[config.mk]
export PLATFORM = sky130hd
export DESIGN_NAME = cpu_step_controller_flat
export DESIGN_NICKNAME = d
export VERILOG_FILES = /design/src/rtl/cpu_step_controller_if.sv /design/src/rtl/cpu_step_controller.sv /design/src/flat_wrapper.sv
export SDC_FILE = /design/constraint.sdc
export NUM_CORES = 1
export LEC_CHECK = 0
export BUFFER_PORTS_ARGS = -buffer_cell sky130_fd_sc_hd__buf_2
export CAP_MARGIN = 10
export CORE_MARGIN = 3
export CORE_UTILIZATION = 45
export DETAILED_ROUTE_END_ITERATION = 7
export PLACE_DENSITY_LB_ADDON = 0.25
export SLEW_MARGIN = 5
export SYNTH_ARGS = -nofsm -noshare
export SYNTH_HDL_FRONTEND = slang
export SYNTH_SLANG_ARGS = --single-unit
[constraint.sdc]
create_clock -name clk -period 1.9 [get_ports clk]
set_input_delay 0.19 -clock clk [delete_from_list [all_inputs] [get_ports clk]]
set_output_delay 0.19 -clock clk [all_outputs]
set_load 0.1 [all_outputs]
[src/rtl/cpu_step_controller_if.sv]
// Board-side bundle for the CPU step controller.
// Contract: the core advances exactly one instruction per clk cycle in which
// cpu_en is high; all inputs are sampled on the rising clk edge; outputs are
// registered (halted/state decode the registered FSM state).
interface cpu_step_controller_if #(
    parameter int PC_WIDTH  = 32,
    parameter int DIV_WIDTH = 8
);
    logic                 CLK_BUTT;
    logic                 run_mode;
    logic [DIV_WIDTH-1:0] div;
    logic                 bp_en;
    logic [PC_WIDTH-1:0]  bp_addr;
    logic [PC_WIDTH-1:0]  pc;
    logic                 halt_clr;
    logic                 cpu_en;
    logic                 halted;
    logic [15:0]          step_count;
    logic [1:0]           state;

    // Board / core side: drives controls and PC, observes the enable.
    modport master (
        output CLK_BUTT, run_mode, div, bp_en, bp_addr, pc, halt_clr,
        input  cpu_en, halted, step_count, state
    );

    // Controller side.
    modport slave (
        input  CLK_BUTT, run_mode, div, bp_en, bp_addr, pc, halt_clr,
        output cpu_en, halted, step_count, state
    );
endinterface

[src/rtl/cpu_step_controller.sv]
// Generates the RISC-V core clock-enable: single-step from a debounced push
// button, or free-run at one instruction every div+1 cycles with a PC
// breakpoint that parks the sequencer in HALT.
module cpu_step_controller #(
    parameter int DEBOUNCE_CYCLES = 4,
    parameter int PC_WIDTH        = 32,
    parameter int DIV_WIDTH       = 8
) (
    input  logic                   clk,
    input  logic                   reset,
    cpu_step_controller_if.slave   bus
);

    typedef enum logic [1:0] {
        ST_IDLE = 2'd0,
        ST_RUN  = 2'd1,
        ST_HALT = 2'd2
    } state_e;

    // Counter compares against limit-1 so a limit of 1 toggles on the first differing edge.
    localparam logic [7:0] DB_LAST = 8'(DEBOUNCE_CYCLES - 1);

    // Button path
    logic       sync1_q, sync1_d;
    logic       sync2_q, sync2_d;
    logic       db_level_q, db_level_d;
    logic       db_prev_q, db_prev_d;
    logic [7:0] db_cnt_q, db_cnt_d;
    logic       btn_rise;

    // Sequencer
    state_e               state_q, state_d;
    logic                 cpu_en_q, cpu_en_d;
    logic [DIV_WIDTH-1:0] presc_q, presc_d;
    logic                 skip_q, skip_d;
    logic [15:0]          step_count_q, step_count_d;
    logic                 tick_due;
    logic                 bp_hit;

    // Synchroniser, debounce counter and rising-edge detect of the debounced level.
    always_comb begin
        sync1_d    = bus.CLK_BUTT;
        sync2_d    = sync1_q;
        db_level_d = db_level_q;
        db_cnt_d   = '0;
        db_prev_d  = db_level_q;
        if (sync2_q != db_level_q) begin
            if (db_cnt_q == DB_LAST) begin
                db_level_d = sync2_q;
                db_cnt_d   = '0;
            end else begin
                db_cnt_d = db_cnt_q + 8'd1;
            end
        end
        btn_rise = db_level_q & ~db_prev_q;
    end

    // Next-state, enable, prescaler, skip flag and step counter.
    always_comb begin
        state_d      = state_q;
        cpu_en_d     = 1'b0;
        presc_d      = presc_q;
        skip_d       = skip_q;
        step_count_d = step_count_q;
        tick_due     = (presc_q == '0);
        bp_hit       = bus.bp_en && (bus.pc == bus.bp_addr) && !skip_q;

        case (state_q)
            ST_IDLE: begin
                if (bus.run_mode) begin
                    state_d = ST_RUN;
                    presc_d = bus.div;
                end else if (btn_rise) begin
                    cpu_en_d = 1'b1;
                end
            end
            ST_RUN: begin
                if (tick_due) begin
                    presc_d = bus.div;
                    // A breakpoint on a due tick outranks leaving free-run.
                    if (bp_hit) begin
                        state_d = ST_HALT;
                    end else if (!bus.run_mode) begin
                        state_d = ST_IDLE;
                    end else begin
                        cpu_en_d = 1'b1;
                        skip_d   = 1'b0;
                    end
                end else begin
                    presc_d = presc_q - 1'b1;
                    if (!bus.run_mode) begin
                        state_d = ST_IDLE;
                    end
                end
            end
            ST_HALT: begin
                if (bus.halt_clr) begin
                    state_d = ST_IDLE;
                    skip_d  = 1'b1;
                end
            end
            default: begin
                state_d = ST_IDLE;
            end
        endcase

        if (cpu_en_d) begin
            step_count_d = step_count_q + 16'd1;
        end
    end

    // State registers with synchronous active-low reset.
    always_ff @(posedge clk) begin
        if (!reset) begin
            sync1_q      <= 1'b0;
            sync2_q      <= 1'b0;
            db_level_q   <= 1'b0;
            db_prev_q    <= 1'b0;
            db_cnt_q     <= '0;
            state_q      <= ST_IDLE;
            cpu_en_q     <= 1'b0;
            presc_q      <= '0;
            skip_q       <= 1'b0;
            step_count_q <= '0;
        end else begin
            sync1_q      <= sync1_d;
            sync2_q      <= sync2_d;
            db_level_q   <= db_level_d;
            db_prev_q    <= db_prev_d;
            db_cnt_q     <= db_cnt_d;
            state_q      <= state_d;
            cpu_en_q     <= cpu_en_d;
            presc_q      <= presc_d;
            skip_q       <= skip_d;
            step_count_q <= step_count_d;
        end
    end

    assign bus.cpu_en     = cpu_en_q;
    assign bus.halted     = (state_q == ST_HALT);
    assign bus.step_count = step_count_q;
    assign bus.state      = state_q;

endmodule

[src/flat_wrapper.sv]
// flat-port wrapper written by rule: the top's interface ports become plain ports
module cpu_step_controller_flat 
#(
    parameter int DEBOUNCE_CYCLES = 4,
    parameter int PC_WIDTH        = 32,
    parameter int DIV_WIDTH       = 8
)
  (clk, reset, bus_CLK_BUTT, bus_run_mode, bus_div, bus_bp_en, bus_bp_addr, bus_pc, bus_halt_clr, bus_cpu_en, bus_halted, bus_step_count, bus_state);
  cpu_step_controller_if #(.PC_WIDTH(PC_WIDTH), .DIV_WIDTH(DIV_WIDTH)) bus_i ();
  input  logic clk;
  input  logic reset;
  input wire logic [$bits(bus_i.CLK_BUTT)-1:0] bus_CLK_BUTT;
  input wire logic [$bits(bus_i.run_mode)-1:0] bus_run_mode;
  input wire logic [$bits(bus_i.div)-1:0] bus_div;
  input wire logic [$bits(bus_i.bp_en)-1:0] bus_bp_en;
  input wire logic [$bits(bus_i.bp_addr)-1:0] bus_bp_addr;
  input wire logic [$bits(bus_i.pc)-1:0] bus_pc;
  input wire logic [$bits(bus_i.halt_clr)-1:0] bus_halt_clr;
  output wire logic [$bits(bus_i.cpu_en)-1:0] bus_cpu_en;
  output wire logic [$bits(bus_i.halted)-1:0] bus_halted;
  output wire logic [$bits(bus_i.step_count)-1:0] bus_step_count;
  output wire logic [$bits(bus_i.state)-1:0] bus_state;
  assign bus_i.CLK_BUTT = bus_CLK_BUTT;
  assign bus_i.run_mode = bus_run_mode;
  assign bus_i.div = bus_div;
  assign bus_i.bp_en = bus_bp_en;
  assign bus_i.bp_addr = bus_bp_addr;
  assign bus_i.pc = bus_pc;
  assign bus_i.halt_clr = bus_halt_clr;
  assign bus_cpu_en = bus_i.cpu_en;
  assign bus_halted = bus_i.halted;
  assign bus_step_count = bus_i.step_count;
  assign bus_state = bus_i.state;
  cpu_step_controller #(.DEBOUNCE_CYCLES(DEBOUNCE_CYCLES), .PC_WIDTH(PC_WIDTH), .DIV_WIDTH(DIV_WIDTH)) u_core (.clk(clk), .reset(reset), .bus(bus_i));
endmodule
# Word-level counts from Yosys, hierarchy flattened
# Index checks and enable logic that the tools add are counted.
op_classes:
  add_sub_neg: 3
  bitwise_logic: 4
  n_mul: 0
  n_eq_ne: 10
  shifts: 0
  magnitude_cmp: 0
  n_mux: 20
  div_mod_pow: 0
  reduce_logical: 12
ops:
  columns: ["operator", "count"]
  rows:
  - ["$eq 32x32->1", 1]
  - ["$add 16x1->16 const B", 1]
  - ["$mux 8", 2]
  - ["$pmux 8 s2", 1]
  - ["$mux 2", 5]
  - ["$mux 1", 9]
  - ["$add 8x1->8 const B", 1]
  - ["$eq 8x2->1 const B", 1]
  - ["$logic_not 8->1", 1]
  - ["$ne 2x2->1 const B", 4]
  - ["$sub 8x1->8 const B", 1]
  - ["$pmux 2 s3", 1]
  - ["$reduce_and 2->1", 3]
  - ["$reduce_and 5->1", 1]
  - ["$pmux 1 s2", 2]
  - ["$reduce_bool 2->1", 2]
  - ["$not 1->1", 3]
  - ["$reduce_or 3->1", 1]
  - ["$eq 2x1->1 const B", 1]
  - ["$eq 2x2->1 const B", 1]
  - ["$logic_and 1x1->1", 2]
  - ["$logic_not 2->1", 1]
  - ["$ne 2x1->1 const B", 1]
  - ["$and 1x1->1", 1]
  - ["2 further kinds", 2]
totals:
  latchBits: 0
  mem_count: 0
  ff_bits: 40
  ram_bits: 0
  romBits: 0
  input_bits: 78

# Logic depth before layout (Yosys ltp)
depth:
  ltp_word: 6
  mapped_depth: 9

# Worst setup path after synthesis
# Ideal clock, no wire load.
synth_timing:
  path_kind: "register to register"
  from: "register u_core.state_q[1] (netlist: u_core.bus.state[1])"
  to: "register u_core.skip_q"
  required_ns: 1.828
  t_arrival_ns: 2.874
  path_buffers: 0
  slack_ns: -1.046
  setup_time_ns: 0.072
  stages_incl_launch_ff: 5
  path_cell_list: "dfxtp_1 inv_1 nor2_1 nand3_1 o21ai_1"
synth_via:
  elab_chain_cells: 3
synth_rtl:
  columns: ["element", "line", "text"]
  rows:
  - ["start: declaration", "cpu_step_controller.sv:32", "state_e state_q, state_d;"]
  - ["start signal: assignment", "cpu_step_controller.sv:131", "state_q <= state_d;"]
  - ["$eq 2x2->1 (*)", null, null]
  - ["via bus_halted", "flat_wrapper.sv:20", "output wire logic [$bits(bus_i.halted)-1:0] bus_halted;"]
  - ["$ne 2x2->1 (no source line) / $reduce_bool 2->1 (equally long branches)", null, null]
  - ["$reduce_and 5->1 (no source line)", null, null]
  - ["end signal: assignment", "cpu_step_controller.sv:134", "skip_q <= skip_d;"]
  - ["end: declaration", "cpu_step_controller.sv:35", "logic skip_q, skip_d;"]
# The timed path passes the listed nets; every way through them passes the cells marked *.
# A chain may end at the register's enable or synchronous reset.

# Final worst setup path
layout_timing:
  from: "register u_core.presc_q[0]"
  to: "register u_core.presc_q[0]"
layout_via:
  elab_chain_cells: 3
layout_rtl:
  columns: ["element", "line", "text"]
  rows:
  - ["start: declaration", "cpu_step_controller.sv:34", "logic [DIV_WIDTH-1:0] presc_q, presc_d;"]
  - ["start signal: assignment", "cpu_step_controller.sv:133", "presc_q <= presc_d;"]
  - ["$sub 8x1->8 / $logic_not 8->1 (equally long branches)", "cpu_step_controller.sv:90, cpu_step_controller.sv:65", null]
  - ["$mux 8 (*)", "cpu_step_controller.sv:78", "if (tick_due) begin"]
  - ["$pmux 8 s2 (*)", "cpu_step_controller.sv:68", "case (state_q)"]
# Every way passes the cells marked *; elsewhere a longest branch is shown, timed or not.

==> results.rst <==
.. list-table::
   :header-rows: 1

   * - Metric
     - Value
   * - Status
     - complete, but fails checks
   * - Violations in the final reports
     - negative setup slack
   * - Rel. slew slack
     - 0.554
   * - Worst endpoint required time
     - approximately 2.1 ns
   * - Maximum root-to-sink buffer count
     - 2
   * - Overall track demand over capacity in global routing
     - 0.217
   * - Routability congestion estimate from global placement
     - 0.843
   * - Number of top-level pins
     - 98
   * - Fraction of synthesis flops using an asynchronous set or reset pin
     - 0
   * - Flop and latch count out of synthesis
     - 40
   * - Most used flip-flop cell after synthesis
     - sky130_fd_sc_hd__dfxtp_1
   * - Worst ir drop on vdd
     - 0.472 mV
   * - Final worst-path cycle share
     - 1.03
   * - Crit path setup slack, layout
     - -0.0497 ns
   * - First-pass GRT wire length
     - around 12,000 µm
   * - Max Clock Skew
     - 0.00752 ns
   * - Antenna violation net count after detailed routing
     - 0
   * - Setup repair after global routing missed its margin
     - yes
   * - Detailed-route DRC error count
     - 0
   * - Portion of synthesized cell area occupied by the leading cell type
     - 0.305
   * - Min-Delay Path Class
     - input port to register
   * - Placement row count
     - 27
   * - H-tree depth
     - 2
   * - Leakage power of the design
     - 1.65 nW
   * - Setup Viol. Count Final
     - 3
   * - Max-capacitance violation count
     - 0
   * - TritonCTS clock tree
     - yes
   * - WS Path Type
     - register to register
   * - Transition time at the pin with the least slew margin
     - 0.665 ns
   * - Via-to-Cell Ratio
     - 5.43
   * - Synth area leaders
     - sky130_fd_sc_hd__dfxtp_1, sky130_fd_sc_hd__xor2_1, sky130_fd_sc_hd__nand2_1
   * - TritonCTS buffer count
     - 5
   * - Core region area
     - 5570 µm²
   * - Detailed placer's ending HPWL
     - approximately 5600 µm
   * - Beginning of the critical path
     - u_core.presc_q[0]
   * - Crit path largest cell delay
     - 0.40 ns
   * - Clock insertion delay at the later pin of the skew report
     - 0.29 ns
   * - Fin crit period
     - 1.95 ns
   * - Synth warnings
     - 0
   * - Clock edge transition at the registers on the reported setup and hold paths
     - 0.08 ns
   * - Vertical die dimension
     - 82.4 µm
   * - Post-synth design cell area
     - 2630 µm²
   * - Root buffer selected by CTS
     - sky130_fd_sc_hd__clkbuf_8
   * - Reg-to-reg startpoint
     - u_core.presc_q[0]
   * - Setup TNS
     - -0.0810 ns
   * - Worst Path Arrival
     - roughly 2.2 ns
   * - Average wire per cell in the routed design
     - 14.2 µm
   * - Highest clock rate
     - 513 MHz
   * - Initial Util
     - 0.471
   * - Horizontal die dimension
     - approximately 80 µm
   * - Startpoint kind of the worst setup timing path
     - register
   * - Number of flops mapped to enable cells by yosys
     - 0
   * - Synthesized Nets
     - 409
   * - Total detailed-routing wirelength
     - around 7500 µm
   * - Area of the die
     - 6790 µm²
   * - Total iterations of the first detailed-routing run
     - 5
   * - Number of max-slew violations in the final report
     - 0
   * - Register-to-Register Path Depth
     - 8
   * - Number of global-route vias before repair
     - 2,698
   * - Synthesized instance count
     - 328
   * - Mean instance size in the synthesized netlist
     - 8.00 µm²
   * - DRT iter0 DRCs
     - 132
   * - Final #Nets
     - 540
   * - Antenna cells
     - 0
   * - Worst setup slack for register-to-register paths
     - -0.05 ns
   * - Worst slack on hold paths
     - 0.124 ns
   * - Maximum fanout encountered on the critical timing path
     - 4
   * - CP Capture Point
     - u_core.presc_q[0]
   * - Largest net degree at the start of global routing
     - 18
   * - Vias
     - ~2,900
   * - Most frequent CP cell
     - sky130_fd_sc_hd__a211oi_1
   * - Power Dens Cells
     - roughly 500 nW/µm²
   * - Area growth, synth to finish
     - 45.0%
   * - Clk sinks
     - 40
   * - Unique cell type count in the Yosys netlist
     - 53
   * - I/O Buffers
     - 97
   * - Fin. Hold Viols
     - 0
   * - Total congestion overflow after global routing
     - 0
   * - Worst setup EP type
     - register
   * - Number of antenna violations at the first check in global routing
     - 0
   * - Layout cells sized above 1
     - 0.430
   * - Ordered list of cells on the worst path
     - inv_2 > ha_4 > or3b_4 > o311ai_4 > buf_2 > buf_4 > a211oi_1 > a211oi_1
   * - Slowest cell on crit path
     - sky130_fd_sc_hd__or3b_4
   * - Critical R2R Capture
     - u_core.presc_q[0]
   * - Fraction of the yosys area taken by sequential cells
     - 0.305
   * - Post-synthesis cell type with the largest combined area
     - sky130_fd_sc_hd__dfxtp_1
==> routing by layer <==
metal	track usage	vias up	share of wire
li1	-	1461	-
met1	0.262	1345	0.42
met2	0.383	74	0.52
met3	0.0434	11	0.045
met4	0.0681	0	0.013
met5	0	-	0
==> kinds of logic after synthesis <==
| family | synth area share |
|---|---|
| flip-flops | 0.305 |
| buffers and inverters | 0.0324 |
| AO/OA/AOI/OAI | 0.145 |
| AND/OR/NAND/NOR | 0.331 |
| XOR/XNOR | 0.130 |
| adder cells (fa/ha/maj) | 0.0143 |
| multiplexers | 0.0419 |
==> power breakdown <==
| part | total, W | switching [W] | internal, W |
|---|---|---|---|
| logic | 0.000463 | 0.000227 | 0.000236 |
| registers | 0.000877 | 0.0000268 | 0.000850 |
| clock network | 0.000607 | 0.000311 | 0.000296 |
==> worst min-delay path by stage <==
stage                              start             end  slack (ns)  cells after the start
after global placement      bus_CLK_BUTT  u_core.sync1_q        0.40                      2
after global routing        bus_CLK_BUTT  u_core.sync1_q        0.11                      2
after detailed placement  u_core.sync1_q  u_core.sync2_q        0.42                      1
final                       bus_CLK_BUTT  u_core.sync1_q        0.12                      2
after floorplan             bus_CLK_BUTT  u_core.sync1_q        0.32                      1
after CTS                   bus_CLK_BUTT  u_core.sync1_q        0.12                      2
==> flip-flops by register name, indices dropped and copies added (netlist names) <==
name                   flops
u_core.db_level_q          1
u_core.db_prev_q           1
u_core.skip_q              1
u_core.presc_q             8
u_core.bus.step_count     16
u_core.db_cnt_q            8
u_core.bus.state           2
u_core.sync2_q             1
u_core.bus.cpu_en          1
u_core.sync1_q             1
==> placed cells by master, fill, tap and decap left out, drive strengths merged, types with 3 or more instances in the layout <==
cell	Yosys	layout
buf	0	134
dfxtp	40	40
xor2	33	33
nand2	31	31
nor2	26	26
nand3	18	18
nand2b	15	15
a21oi	14	14
o21ai	13	13
nor4	12	12
nor3	12	12
mux2i	11	11
inv	9	11
nand4	9	9
and3	8	8
and2	7	7
clkbuf	11	7
xnor2	6	6
o211ai	4	4
nor3b	4	4
nand4b	3	3
o221ai	3	3
a211oi	3	3
and4	3	3
ha	3	3
==> synth_stat cells (2+ instances only) <==
| master | number |
|---|---|
| sky130_fd_sc_hd__dfxtp_1 | 40 |
| sky130_fd_sc_hd__o21ai_0 | 4 |
| sky130_fd_sc_hd__nand3_1 | 18 |
| sky130_fd_sc_hd__a31oi_1 | 2 |
| sky130_fd_sc_hd__xor2_1 | 33 |
| sky130_fd_sc_hd__mux2i_1 | 11 |
| sky130_fd_sc_hd__ha_1 | 3 |
| sky130_fd_sc_hd__o221ai_1 | 3 |
| sky130_fd_sc_hd__nand4b_1 | 3 |
| sky130_fd_sc_hd__a22oi_1 | 2 |
| sky130_fd_sc_hd__a21boi_1 | 2 |
| sky130_fd_sc_hd__a21oi_1 | 14 |
| sky130_fd_sc_hd__nand2_1 | 31 |
| sky130_fd_sc_hd__and4_1 | 3 |
| sky130_fd_sc_hd__xnor2_1 | 6 |
| sky130_fd_sc_hd__nor3b_1 | 3 |
| sky130_fd_sc_hd__nor4_1 | 11 |
| sky130_fd_sc_hd__and2_1 | 7 |
| sky130_fd_sc_hd__nand4_1 | 8 |
| sky130_fd_sc_hd__clkbuf_1 | 10 |
| sky130_fd_sc_hd__o21ai_1 | 9 |
| sky130_fd_sc_hd__o211ai_1 | 4 |
| sky130_fd_sc_hd__nor2_1 | 26 |
| sky130_fd_sc_hd__inv_1 | 9 |
| sky130_fd_sc_hd__a211oi_1 | 3 |
| sky130_fd_sc_hd__and3_1 | 8 |
| sky130_fd_sc_hd__o311ai_1 | 2 |
| sky130_fd_sc_hd__o22ai_1 | 2 |
| sky130_fd_sc_hd__nand2b_1 | 15 |
| sky130_fd_sc_hd__o31a_1 | 2 |
| sky130_fd_sc_hd__nor3_1 | 12 |
==> repair_timing <==
action	4_1_cts	5_1_grt
setup buffers	1	4
cloned	1	1
hold buffers	0	0
pin swaps	1	10
setup endpoints to repair	14	25
gates resized for setup	7	26
==> cell type report <==
| type | instances | area (µm²) |
|---|---|---|
| Fill cell | 489 | 1770 |
| Sequential cell | 40 | 841 |
| Multi-Input combinational cell | 268 | 1950 |
| Inverter | 9 | 33.8 |
| Clock inverter | 2 | 12.5 |
| Tap cell | 72 | 90.1 |
| Clock buffer | 6 | 82.6 |
| Timing Repair Buffer | 135 | 802 |
==> metrics by stage <==
step | util | instances | instance area (µm²) | worst slack (ns) | total power (W)
detailed placement | 0.623 | 517 | 3470 | -0.303 | 0.00130
global route | 0.683 | 532 | 3810 | -0.106 | 0.00204
global placement | 0.623 | 517 | 3470 | -0.273 | 0.00129
CTS | 0.647 | 527 | 3610 | -0.0109 | 0.00191
finish | 0.683 | 532 | 3810 | -0.0497 | 0.00195
floorplan | - | 328 | 2730 | -0.115 | 0.00111
==> critical path: cells and delay by family, from the launching register on <==
kind            cells  cell delay [ns]
flops               1             0.33
fa+ha+maj           1             0.13
buf+inv             3             0.40
simple gates        1             0.40
compound gates      3             0.60
Note: power is estimated with default switching activity, not from simulation.
